### config.mk
export PLATFORM = sky130hd
export DESIGN_NAME = seg_display_driver_flat
export DESIGN_NICKNAME = d
export VERILOG_FILES = /design/src/rtl/seg_display_pkg.sv /design/src/rtl/seg_display_driver_if.sv /design/src/rtl/bin2bcd_6b.sv /design/src/rtl/seg_display_driver.sv /design/src/flat_wrapper.sv
export SDC_FILE = /design/constraint.sdc
export NUM_CORES = 1
export LEC_CHECK = 0
export CAP_MARGIN = 10
export CORE_MARGIN = 3
export CORE_UTILIZATION = 35
export CTS_CLUSTER_DIAMETER = 120
export DETAILED_ROUTE_END_ITERATION = 16
export GPL_TIMING_DRIVEN = 0
export PLACE_DENSITY = 0.53
export SYNTH_ARGS = -nofsm -noshare
export SYNTH_HDL_FRONTEND = slang
export SYNTH_SLANG_ARGS = --single-unit
### constraint.sdc
create_clock -name clk -period 3.8 [get_ports clk]
set_input_delay 1.14 -clock clk [delete_from_list [all_inputs] [get_ports clk]]
set_output_delay 1.14 -clock clk [all_outputs]
set_load 0.1 [all_outputs]
### src/rtl/seg_display_pkg.sv
// Segment encodings and digit index constants shared by the display driver.
// Latency: none (constants and a pure function).
// Backpressure: not applicable.
package seg_display_pkg;

    // Active-low segment patterns, bit order {g,f,e,d,c,b,a}
    localparam logic [6:0] SEG_0     = 7'b1000000;
    localparam logic [6:0] SEG_1     = 7'b1111001;
    localparam logic [6:0] SEG_2     = 7'b0100100;
    localparam logic [6:0] SEG_3     = 7'b0110000;
    localparam logic [6:0] SEG_4     = 7'b0011001;
    localparam logic [6:0] SEG_5     = 7'b0010010;
    localparam logic [6:0] SEG_6     = 7'b0000010;
    localparam logic [6:0] SEG_7     = 7'b1111000;
    localparam logic [6:0] SEG_8     = 7'b0000000;
    localparam logic [6:0] SEG_9     = 7'b0010000;
    localparam logic [6:0] SEG_DASH  = 7'b0111111;
    localparam logic [6:0] SEG_BLANK = 7'b1111111;

    // Scan order: rightmost digit first
    localparam logic [1:0] MIN_ONES = 2'd0;
    localparam logic [1:0] MIN_TENS = 2'd1;
    localparam logic [1:0] HR_ONES  = 2'd2;
    localparam logic [1:0] HR_TENS  = 2'd3;

    // Decimal digit to segment pattern; anything above 9 is dark
    function automatic logic [6:0] seg_encode(input logic [3:0] d);
        logic [6:0] s;
        case (d)
            4'd0:    s = SEG_0;
            4'd1:    s = SEG_1;
            4'd2:    s = SEG_2;
            4'd3:    s = SEG_3;
            4'd4:    s = SEG_4;
            4'd5:    s = SEG_5;
            4'd6:    s = SEG_6;
            4'd7:    s = SEG_7;
            4'd8:    s = SEG_8;
            4'd9:    s = SEG_9;
            default: s = SEG_BLANK;
        endcase
        return s;
    endfunction

endpackage

### src/rtl/seg_display_driver_if.sv
// Time-of-day bus from the clock core plus the blink/alarm controls.
// Latency: none (wires only).
// Backpressure: none; the display samples whenever it needs to.
interface seg_display_driver_if;
    logic [5:0] hours_in;
    logic [5:0] minutes_in;
    logic [3:0] blink_mask;
    logic       alarm_in;

    modport master (output hours_in, output minutes_in, output blink_mask, output alarm_in);
    modport slave  (input  hours_in, input  minutes_in, input  blink_mask, input  alarm_in);
endinterface

### src/rtl/bin2bcd_6b.sv
// Splits a 6-bit binary value into decimal tens/ones and flags values above MAX.
// Latency: combinational.
// Backpressure: not applicable.
module bin2bcd_6b #(
    parameter int unsigned MAX = 59
) (
    input  logic [5:0] bin_i,
    output logic [3:0] tens_o,
    output logic [3:0] ones_o,
    output logic       in_range_o
);

    logic [5:0] rem;
    logic [3:0] tens;

    // Restoring subtract chain (40, 20, 10) covers the whole 0..63 input range
    always_comb begin
        rem  = bin_i;
        tens = 4'd0;
        if (rem >= 6'd40) begin
            rem  = rem - 6'd40;
            tens = tens + 4'd4;
        end
        if (rem >= 6'd20) begin
            rem  = rem - 6'd20;
            tens = tens + 4'd2;
        end
        if (rem >= 6'd10) begin
            rem  = rem - 6'd10;
            tens = tens + 4'd1;
        end
        tens_o     = tens;
        ones_o     = rem[3:0];
        in_range_o = (32'(bin_i) <= MAX);
    end

endmodule

### src/rtl/seg_display_driver.sv
// Multiplexed four-digit HH:MM seven-segment driver with digit blink and alarm flash.
// Latency: captured frame appears on the pins 1 cycle after capture; blink/alarm act in 1 cycle.
// Backpressure: none; inputs are sampled once per frame and never stalled.
module seg_display_driver
    import seg_display_pkg::*;
#(
    parameter int unsigned SCAN_DIV     = 1000,
    parameter int unsigned BLINK_FRAMES = 64
) (
    input  logic                 clk,
    input  logic                 rst,
    seg_display_driver_if.slave  disp_if,
    output logic [3:0]           digit_en_n,
    output logic [6:0]           seg_n,
    output logic                 dp_n
);

    localparam int PW = (SCAN_DIV > 1) ? $clog2(SCAN_DIV) : 1;
    localparam int FW = (BLINK_FRAMES > 1) ? $clog2(BLINK_FRAMES) : 1;
    localparam logic [PW-1:0] PRE_LAST = PW'(SCAN_DIV - 1);
    localparam logic [FW-1:0] FRM_LAST = FW'(BLINK_FRAMES - 1);

    // Scan / blink state
    logic [PW-1:0] pre_q, pre_d;
    logic [1:0]    idx_q, idx_d;
    logic [FW-1:0] frm_q, frm_d;
    logic          phase_q, phase_d;
    logic [5:0]    hr_cap_q, hr_cap_d;
    logic [5:0]    min_cap_q, min_cap_d;

    // Alignment stage: holds idx/phase for one cycle so the first digit of a
    // frame is rendered from the capture taken on that same frame boundary.
    logic          vld_p_q;
    logic [1:0]    idx_p_q;
    logic          phase_p_q;

    // Output registers
    logic [3:0]    en_q, en_d;
    logic [6:0]    seg_q, seg_d;
    logic          dp_q, dp_d;

    logic          tick, frame_end, cap_en;
    logic [3:0]    hr_tens, hr_ones, min_tens, min_ones;
    logic          hr_ok, min_ok;
    logic [6:0]    digit_seg;
    logic          blank;

    assign tick      = (pre_q == PRE_LAST);
    assign frame_end = tick && (idx_q == HR_TENS);
    assign cap_en    = (pre_q == '0) && (idx_q == MIN_ONES);

    bin2bcd_6b #(.MAX(23)) u_hr_bcd (
        .bin_i      (hr_cap_q),
        .tens_o     (hr_tens),
        .ones_o     (hr_ones),
        .in_range_o (hr_ok)
    );

    bin2bcd_6b #(.MAX(59)) u_min_bcd (
        .bin_i      (min_cap_q),
        .tens_o     (min_tens),
        .ones_o     (min_ones),
        .in_range_o (min_ok)
    );

    // Next state for prescaler, digit index, frame/blink counters and frame capture
    always_comb begin
        pre_d     = tick ? '0 : pre_q + 1'b1;
        idx_d     = tick ? idx_q + 2'd1 : idx_q;
        frm_d     = frm_q;
        phase_d   = phase_q;
        hr_cap_d  = cap_en ? disp_if.hours_in   : hr_cap_q;
        min_cap_d = cap_en ? disp_if.minutes_in : min_cap_q;
        if (frame_end) begin
            if (frm_q == FRM_LAST) begin
                frm_d   = '0;
                phase_d = ~phase_q;
            end else begin
                frm_d = frm_q + 1'b1;
            end
        end
    end

    // Pattern for the digit being shown, with blanking and colon
    always_comb begin
        case (idx_p_q)
            MIN_ONES: digit_seg = min_ok ? seg_encode(min_ones) : SEG_DASH;
            MIN_TENS: digit_seg = min_ok ? seg_encode(min_tens) : SEG_DASH;
            HR_ONES:  digit_seg = hr_ok  ? seg_encode(hr_ones)  : SEG_DASH;
            default:  digit_seg = hr_ok  ? seg_encode(hr_tens)  : SEG_DASH;
        endcase
        blank = phase_p_q && (disp_if.blink_mask[idx_p_q] || disp_if.alarm_in);
        en_d  = 4'b1111;
        seg_d = SEG_BLANK;
        dp_d  = 1'b1;
        if (vld_p_q) begin
            en_d  = ~(4'b0001 << idx_p_q);
            seg_d = blank ? SEG_BLANK : digit_seg;
            dp_d  = !((idx_p_q == HR_ONES) && !blank);
        end
    end

    // State, alignment stage and output registers with synchronous reset
    always_ff @(posedge clk) begin
        if (rst) begin
            pre_q     <= '0;
            idx_q     <= MIN_ONES;
            frm_q     <= '0;
            phase_q   <= 1'b0;
            hr_cap_q  <= 6'd0;
            min_cap_q <= 6'd0;
            vld_p_q   <= 1'b0;
            idx_p_q   <= MIN_ONES;
            phase_p_q <= 1'b0;
            en_q      <= 4'b1111;
            seg_q     <= SEG_BLANK;
            dp_q      <= 1'b1;
        end else begin
            pre_q     <= pre_d;
            idx_q     <= idx_d;
            frm_q     <= frm_d;
            phase_q   <= phase_d;
            hr_cap_q  <= hr_cap_d;
            min_cap_q <= min_cap_d;
            vld_p_q   <= 1'b1;
            idx_p_q   <= idx_q;
            phase_p_q <= phase_q;
            en_q      <= en_d;
            seg_q     <= seg_d;
            dp_q      <= dp_d;
        end
    end

    assign digit_en_n = en_q;
    assign seg_n      = seg_q;
    assign dp_n       = dp_q;

endmodule
### src/flat_wrapper.sv
// flat-port wrapper written by rule: the top's interface ports become plain ports
module seg_display_driver_flat import seg_display_pkg::*;
#(
    parameter int unsigned SCAN_DIV     = 1000,
    parameter int unsigned BLINK_FRAMES = 64
)
  (clk, rst, digit_en_n, seg_n, dp_n, disp_if_hours_in, disp_if_minutes_in, disp_if_blink_mask, disp_if_alarm_in);
  seg_display_driver_if disp_if_i ();
  input  logic clk;
  input  logic rst;
  output logic [3:0] digit_en_n;
  output logic [6:0] seg_n;
  output logic dp_n;
  input wire logic [$bits(disp_if_i.hours_in)-1:0] disp_if_hours_in;
  input wire logic [$bits(disp_if_i.minutes_in)-1:0] disp_if_minutes_in;
  input wire logic [$bits(disp_if_i.blink_mask)-1:0] disp_if_blink_mask;
  input wire logic [$bits(disp_if_i.alarm_in)-1:0] disp_if_alarm_in;
  assign disp_if_i.hours_in = disp_if_hours_in;
  assign disp_if_i.minutes_in = disp_if_minutes_in;
  assign disp_if_i.blink_mask = disp_if_blink_mask;
  assign disp_if_i.alarm_in = disp_if_alarm_in;
  seg_display_driver #(.SCAN_DIV(SCAN_DIV), .BLINK_FRAMES(BLINK_FRAMES)) u_core (.clk(clk), .rst(rst), .disp_if(disp_if_i), .digit_en_n(digit_en_n), .seg_n(seg_n), .dp_n(dp_n));
endmodule
After elaboration in Yosys (flattened, before gate mapping)
Memories as Yosys holds them, arrays and structs flattened. Index checks and enable logic that the tools add are counted. W data, S select, Z words.

Bitwise logic cells: 3. Equality and inequality tests: 5. Reductions and logical operators: 14. Order comparisons: 9. Add/subtract/negate cells: 13. Shift operators: 1. Muxes and demuxes: 21.

Operators by type and width (number): $mux W6 (5); $mux W7 (4); $mux W4 (6); $pmux W7 S3 (1); $ge A6 B4 Y1 const B (2); $ge A6 B5 Y1 const B (2); $ge A6 B6 Y1 const B (2); $sub A6 B5 Y6 const B (2); $sub A6 B6 Y6 const B (2); $add A10 B1 Y10 const B (1); $eq A10 B10 Y1 const B (1); $logic_not A10 Y1 (1); $add A4 B1 Y4 const B (2); $add A4 B2 Y4 const B (2); $sub A4 B4 Y4 const B (2); $add A6 B1 Y6 const B (1); $eq A6 B6 Y1 const B (1); $le A6 B5 Y1 const B (1); $le A6 B6 Y1 const B (1); $mux W3 (2); $eq A2 B2 Y1 const B (2); $logic_and A1 B1 Y1 (4); $logic_not A2 Y1 (2); $not A4 Y4 (1); 12 further kinds (16).

Input bits: 19. Memories kept: 4. Bits in registers: 47. Word-level logic and storage cells: 82. ROM bits: 448. Output and inout bits: 12.

Memory list: (name not given) (depth 16, width 7, rd ports 1, clocked after memory_dff 0, write ports 0, line seg_display_pkg.sv:29) `case (d)`; (name not given) (depth 16, width 7, rd ports 1, clocked after memory_dff 0, write ports 0, line seg_display_pkg.sv:29); (name not given) (depth 16, width 7, rd ports 1, clocked after memory_dff 0, write ports 0, line seg_display_pkg.sv:29); (name not given) (depth 16, width 7, rd ports 1, clocked after memory_dff 0, write ports 0, line seg_display_pkg.sv:29).

Longest topological paths before layout
An unclocked memory read counts as a cell.

Word-level depth: 9. Mapped depth: 16. Depth with buffers taken out: 14.

Hierarchy
A second synthesis with hierarchy kept.

Cells, all modules: 432. Area total of the unflattened synthesis: 3488.3 sq um.

Modules (own cells, without submodules): seg_display_driver (area an instance 2743.9 sq um, instances 1, seq. area each 940.9 sq um, cells an instance 324); bin2bcd_6b (u_core.u_hr_bcd) (area an instance 377.9 sq um, instances 1, seq. area each 0.0 sq um, cells an instance 55); bin2bcd_6b (u_core.u_min_bcd) (area an instance 366.6 sq um, instances 1, seq. area each 0.0 sq um, cells an instance 53).

Worst setup path before layout
Ideal clock, no wire load.

Path kind: register to register. From: register u_core.min_cap_q[4]. To: register u_core.seg_q[3] (netlist: u_core.seg_n[3]). Path slack: 0.498 ns. Library setup time: 0.070 ns. Buffers on the path: 1. Data required time: 3.730 ns. Period minus slack after synthesis: 3.302 ns. Cell stages (with the launch flop): 15. Arrival time: 3.232 ns. Cells stage by stage: dfxtp_1 > buf_4 > inv_1 > ha_1 > nand2_2 > a211o_1 > a311oi_4 > o21ai_0 > xor2_1 > inv_1 > ha_1 > nor2_1 > a2111o_1 > o311a_1 > o2bb2ai_1.

Cells in the longest elaborated chain, start to end: 9. Elaborated cells on any way between the ends: 20. Classes of those cells: 5 x add/sub; 4 x order compare; 9 x mux; 2 x memory.

Ends and longest elaborated chain: start, declared (line seg_display_driver.sv:29) `logic [5:0] min_cap_q, min_cap_d;`; start signal, assigned (line seg_display_driver.sv:124) `min_cap_q <= min_cap_d;`; $sub A6 B6 Y6 or $ge A6 B6 Y1 (tied branches) (line bin2bcd_6b.sv:21, bin2bcd_6b.sv:20); $mux W6 or $mux W3 (tied branches) (line bin2bcd_6b.sv:20) `if (rem >= 6'd40) begin`; $sub A6 B5 Y6, or another cell as far along (line bin2bcd_6b.sv:25) `rem = rem - 6'd20;`; $mux W6 or $mux W4 (tied branches) (line bin2bcd_6b.sv:24) `if (rem >= 6'd20) begin`; $ge A6 B4 Y1, or another cell as far along (line bin2bcd_6b.sv:28) `if (rem >= 6'd10) begin`; $mux W4 (line bin2bcd_6b.sv:28); $mem_v2 Z16 W7; $mux W7 (on tied branches) (line seg_display_driver.sv:88, seg_display_driver.sv:87); $pmux W7 S3 (*) (line seg_display_driver.sv:86) `case (idx_p_q)`; end signal, assigned (line seg_display_driver.sv:129) `seg_q <= seg_d;`; end, declared (line seg_display_driver.sv:39) `logic [6:0] seg_q, seg_d;`.

Every way passes the cells marked *; elsewhere a longest branch is shown, timed or not. A chain may end at the register's enable or synchronous reset.

Worst setup path after layout
From: register u_core.min_cap_q[3]. To: register u_core.seg_q[3] (netlist: u_core.seg_n[3]).

The elaborated chain is that of the path after synthesis.

==> impl_metrics.py <==
metrics = {
    "sta": {
        "period_needed_ns": 3.54,
        "rsz0062_at_grt": "no",
        "finalWorstSetupSlack_ns": 0.264,
        "holdWs_ns": 0.485,
        "max_slew_margin_pct": 35.2,
        "finalSetupViolCount": 0,
        "hold_viol": 0,
        "fmax_mhz": 283,
        "worst_pin_slew_ns": 0.970,
        "finalCritPeriodShare_pct": 93.1,
        "finClkSkew_ns": 0.0147,
        "fin_tns_setup_ns": 0,
        "finalMaxSlewViolations": 0,
    },
    "grt": {
        "grt_overflow_total": 0,
        "antenna_found_initial": 0,
        "track_usage_pct": 15.7,
        "grt_pass1_wl_um": 14400,
        "grt_max_degree": 16,
        "grt_pass1_vias": 3065,
    },
    "routing": {
        "route.met3.wl_um": 235,
        "top_layer": "met4",
        "via_per_inst": 5.20,
        "route.detailed.wl_per_inst_um": 13.8,
        "drtIter0Drc": 163,
        "drc": 0,
        "wl_met1_um": 4180,
        "drtPass1Iterations": 4,
        "num_vias": 3170,
        "met2_length_um": 3960,
        "final_antenna_net_count": 0,
        "wirelength_um": 8420,
    },
    "final_layout": {
        "nNetsFinal": 526,
        "multi_input_area_um2": 2270,
        "syn2layout_area_growth_pct": 16.3,
        "drive_gt1_share_pct": 7.90,
        "antenna_cells": 0,
        "final_cells": 610,
        "ff_latch_area_um2": 941,
        "fillers": 986,
        "post-route-util_pct": 42.4,
        "fin_area_um2": 3980,
    },
    "worst_setup_path": {
        "rr_startpoint": "u_core.min_cap_q[3]$_SDFFE_PP0P_",
        "start_kind": "flop",
        "endpoint_kind": "flop",
        "path_max_fanout": 10,
        "reg2reg_to": "u_core.seg_n[3]$_SDFF_PP1_",
        "crit_type": "reg2reg",
        "worstPathArrival_ns": 3.76,
        "ff2ff_path_depth": 14,
        "regToRegSetupSlack_ns": 0.26,
        "crit_required_ns": 4.03,
    },
    "status": {
        "status": "finished, final reports clean",
    },
    "clocking": {
        "htree_levels": 2,
        "cts_buffers": 5,
        "cts_sinks": 47,
        "cts_root_buf": "clkbuf_8",
        "hold_buffers": 0,
        "clk_pin_slew_ns": 0.09,
        "cts_tree": "yes",
        "clk_latency_ns": 0.30,
        "clk_path_buf_depth": 2,
    },
    "floorplan": {
        "fp.dieH_um": 105,
        "rows": 35,
        "core_um2": 9370,
        "die_x_um": 105,
        "ios": 31,
        "die-area_um2": 11000,
        "initial_core_util_pct": 36.5,
    },
    "synth": {
        "synthArstFlopShare_pct": 0,
        "syn_area_per_cell_um2": 7.74,
        "yosysWarnings": 0,
        "syn_inst": 442,
        "synth_ff_type": "dfxtp_1",
        "synth_most_common_cell": "nor2_1",
        "synth_area_um2": 3420,
        "synth-seq-cells": 47,
        "synth_seq_area_share_pct": 27.5,
        "synthesis.nets": 488,
        "synth_top_area_share_pct": 27.5,
        "synth_area_leaders": "dfxtp_1 28%, ha_1 9.9%, nor2_1 7.4%, mux2i_1 4.4%, o21ai_0 4.4%",
        "yosysTopAreaCell": "dfxtp_1",
        "synthDistinctLibCells": 71,
        "synth_edf_count": 0,
        "ys_top_cells_by_count": "67 x nor2_1, 47 x dfxtp_1, 32 x nand2_1",
    },
    "min_path": {
        "hold_depth": 1,
        "worstHoldStart": "u_core.phase_q$_SDFFE_PP0P_",
        "hold_class": "reg2reg",
        "hold_path_end": "u_core.phase_p_q$_SDFF_PP0_",
    },
    "power_and_ir_drop": {
        "finalPower_mw": 1.48,
        "powerDensity_nw_per_um2": 373,
        "vdd_drop_max_mv": 0.152,
        "total_leakage_power_nw": 1.58,
    },
    "flow_run": {
        "maxCapViolCount": 0,
    },
    "placed_design": {
        "portBuffers": 29,
        "placed_cell_area_um2": 3870,
        "dpl.cell_count": 600,
        "place_congestion": 0.907,
        "dp_hpwl_um": 6530,
        "pre_cts_ws_ns": -0.0396,
    },
}
[logic make-up after synthesis]
logic type | after synthesis | share of synthesized area [%]
AOI/OAI and AO/OA | 116 | 23.6
xor gates and xnor gates | 12 | 3.07
adders and majority gates | 27 | 9.88
buffers and inverters | 50 | 6.26
DFF | 47 | 27.5
muxes | 16 | 5.05
and+or+nand+nor | 174 | 24.6
[repair_timing]
action                                  4_1_cts  5_1_grt
resized for setup                             1        4
pin swaps                                     0        1
buffers inserted                              0        2
endpoints found under the setup margin        2        4
[state kept, by name, summed over array words and instances (netlist names), 2 cells and up]
name and flops:
u_core.pre_q 10, u_core.seg_n 7, u_core.frm_q 6, u_core.hr_cap_q 6
u_core.min_cap_q 6, u_core.digit_en_n 4, u_core.idx_p_q 2, u_core.idx_q 2
[cell type report]
type                       count  share of cell area [%]
inverter                      26                    2.45
sequential                    47                    23.7
clock inverter                 2                   0.409
timing repair buffer          31                    7.68
buffer                        24                    2.96
multi-input combinational    345                    57.0
clock buffer                   6                    1.82
tap                          129                    4.06
[power by group]
group	switching (mW)	leakage, nW	internal (mW)
clock	0.175	0.0418	0.132
combinational	0.406	1.16	0.236
sequential	0.0158	0.384	0.518
total	0.597	1.58	0.887
[layout by cell type (no fill, tap or decap), types with 7 or more instances in the layout]
master,count
nor2_1,67
dfxtp_1,47
nand2_1,32
a21oi_1,29
o21ai_0,29
clkdlybuf4s50_1,29
ha_1,27
inv_1,25
mux2i_1,15
nand3_1,12
clkbuf_1,10
nor3_1,9
nand2b_1,8
buf_2,7
nor2b_1,7
xor2_1,7
and3_1,7
[per-layer routing]
layer	vias to the layer above	global-route usage [%]
met5	-	0
met2	41	25.8
met4	0	3.37
li1	1645	-
met1	1480	21.3
met3	4	3.03
[worst max-delay path: stages (launching register included)]
cell       delay (ns)
dfxtp_1          0.32
buf_4            0.16
inv_2            0.07
ha_1             0.26
o211a_1          0.25
a211oi_2         0.30
buf_2            0.28
o21ai_1          0.21
xor2_1           0.23
inv_1            0.15
ha_1             0.17
nor2_1           0.07
a2111o_1         0.45
o311a_1          0.40
o2bb2ai_1        0.15
[worst max-delay path by stage]
stage / startpoint / to
2_1_floorplan: u_core.min_cap_q[4]$_SDFFE_PP0P_ / u_core.seg_n[3]$_SDFF_PP1_
6_report: u_core.min_cap_q[3]$_SDFFE_PP0P_ / u_core.seg_n[3]$_SDFF_PP1_
5_1_grt: u_core.min_cap_q[3]$_SDFFE_PP0P_ / u_core.seg_n[3]$_SDFF_PP1_
4_1_cts: u_core.min_cap_q[3]$_SDFFE_PP0P_ / u_core.seg_n[3]$_SDFF_PP1_
3_5_place_dp: u_core.min_cap_q[3]$_SDFFE_PP0P_ / u_core.seg_n[3]$_SDFF_PP1_
3_3_place_gp: u_core.min_cap_q[4]$_SDFFE_PP0P_ / u_core.seg_n[3]$_SDFF_PP1_
(Power assumes the default switching activity.)
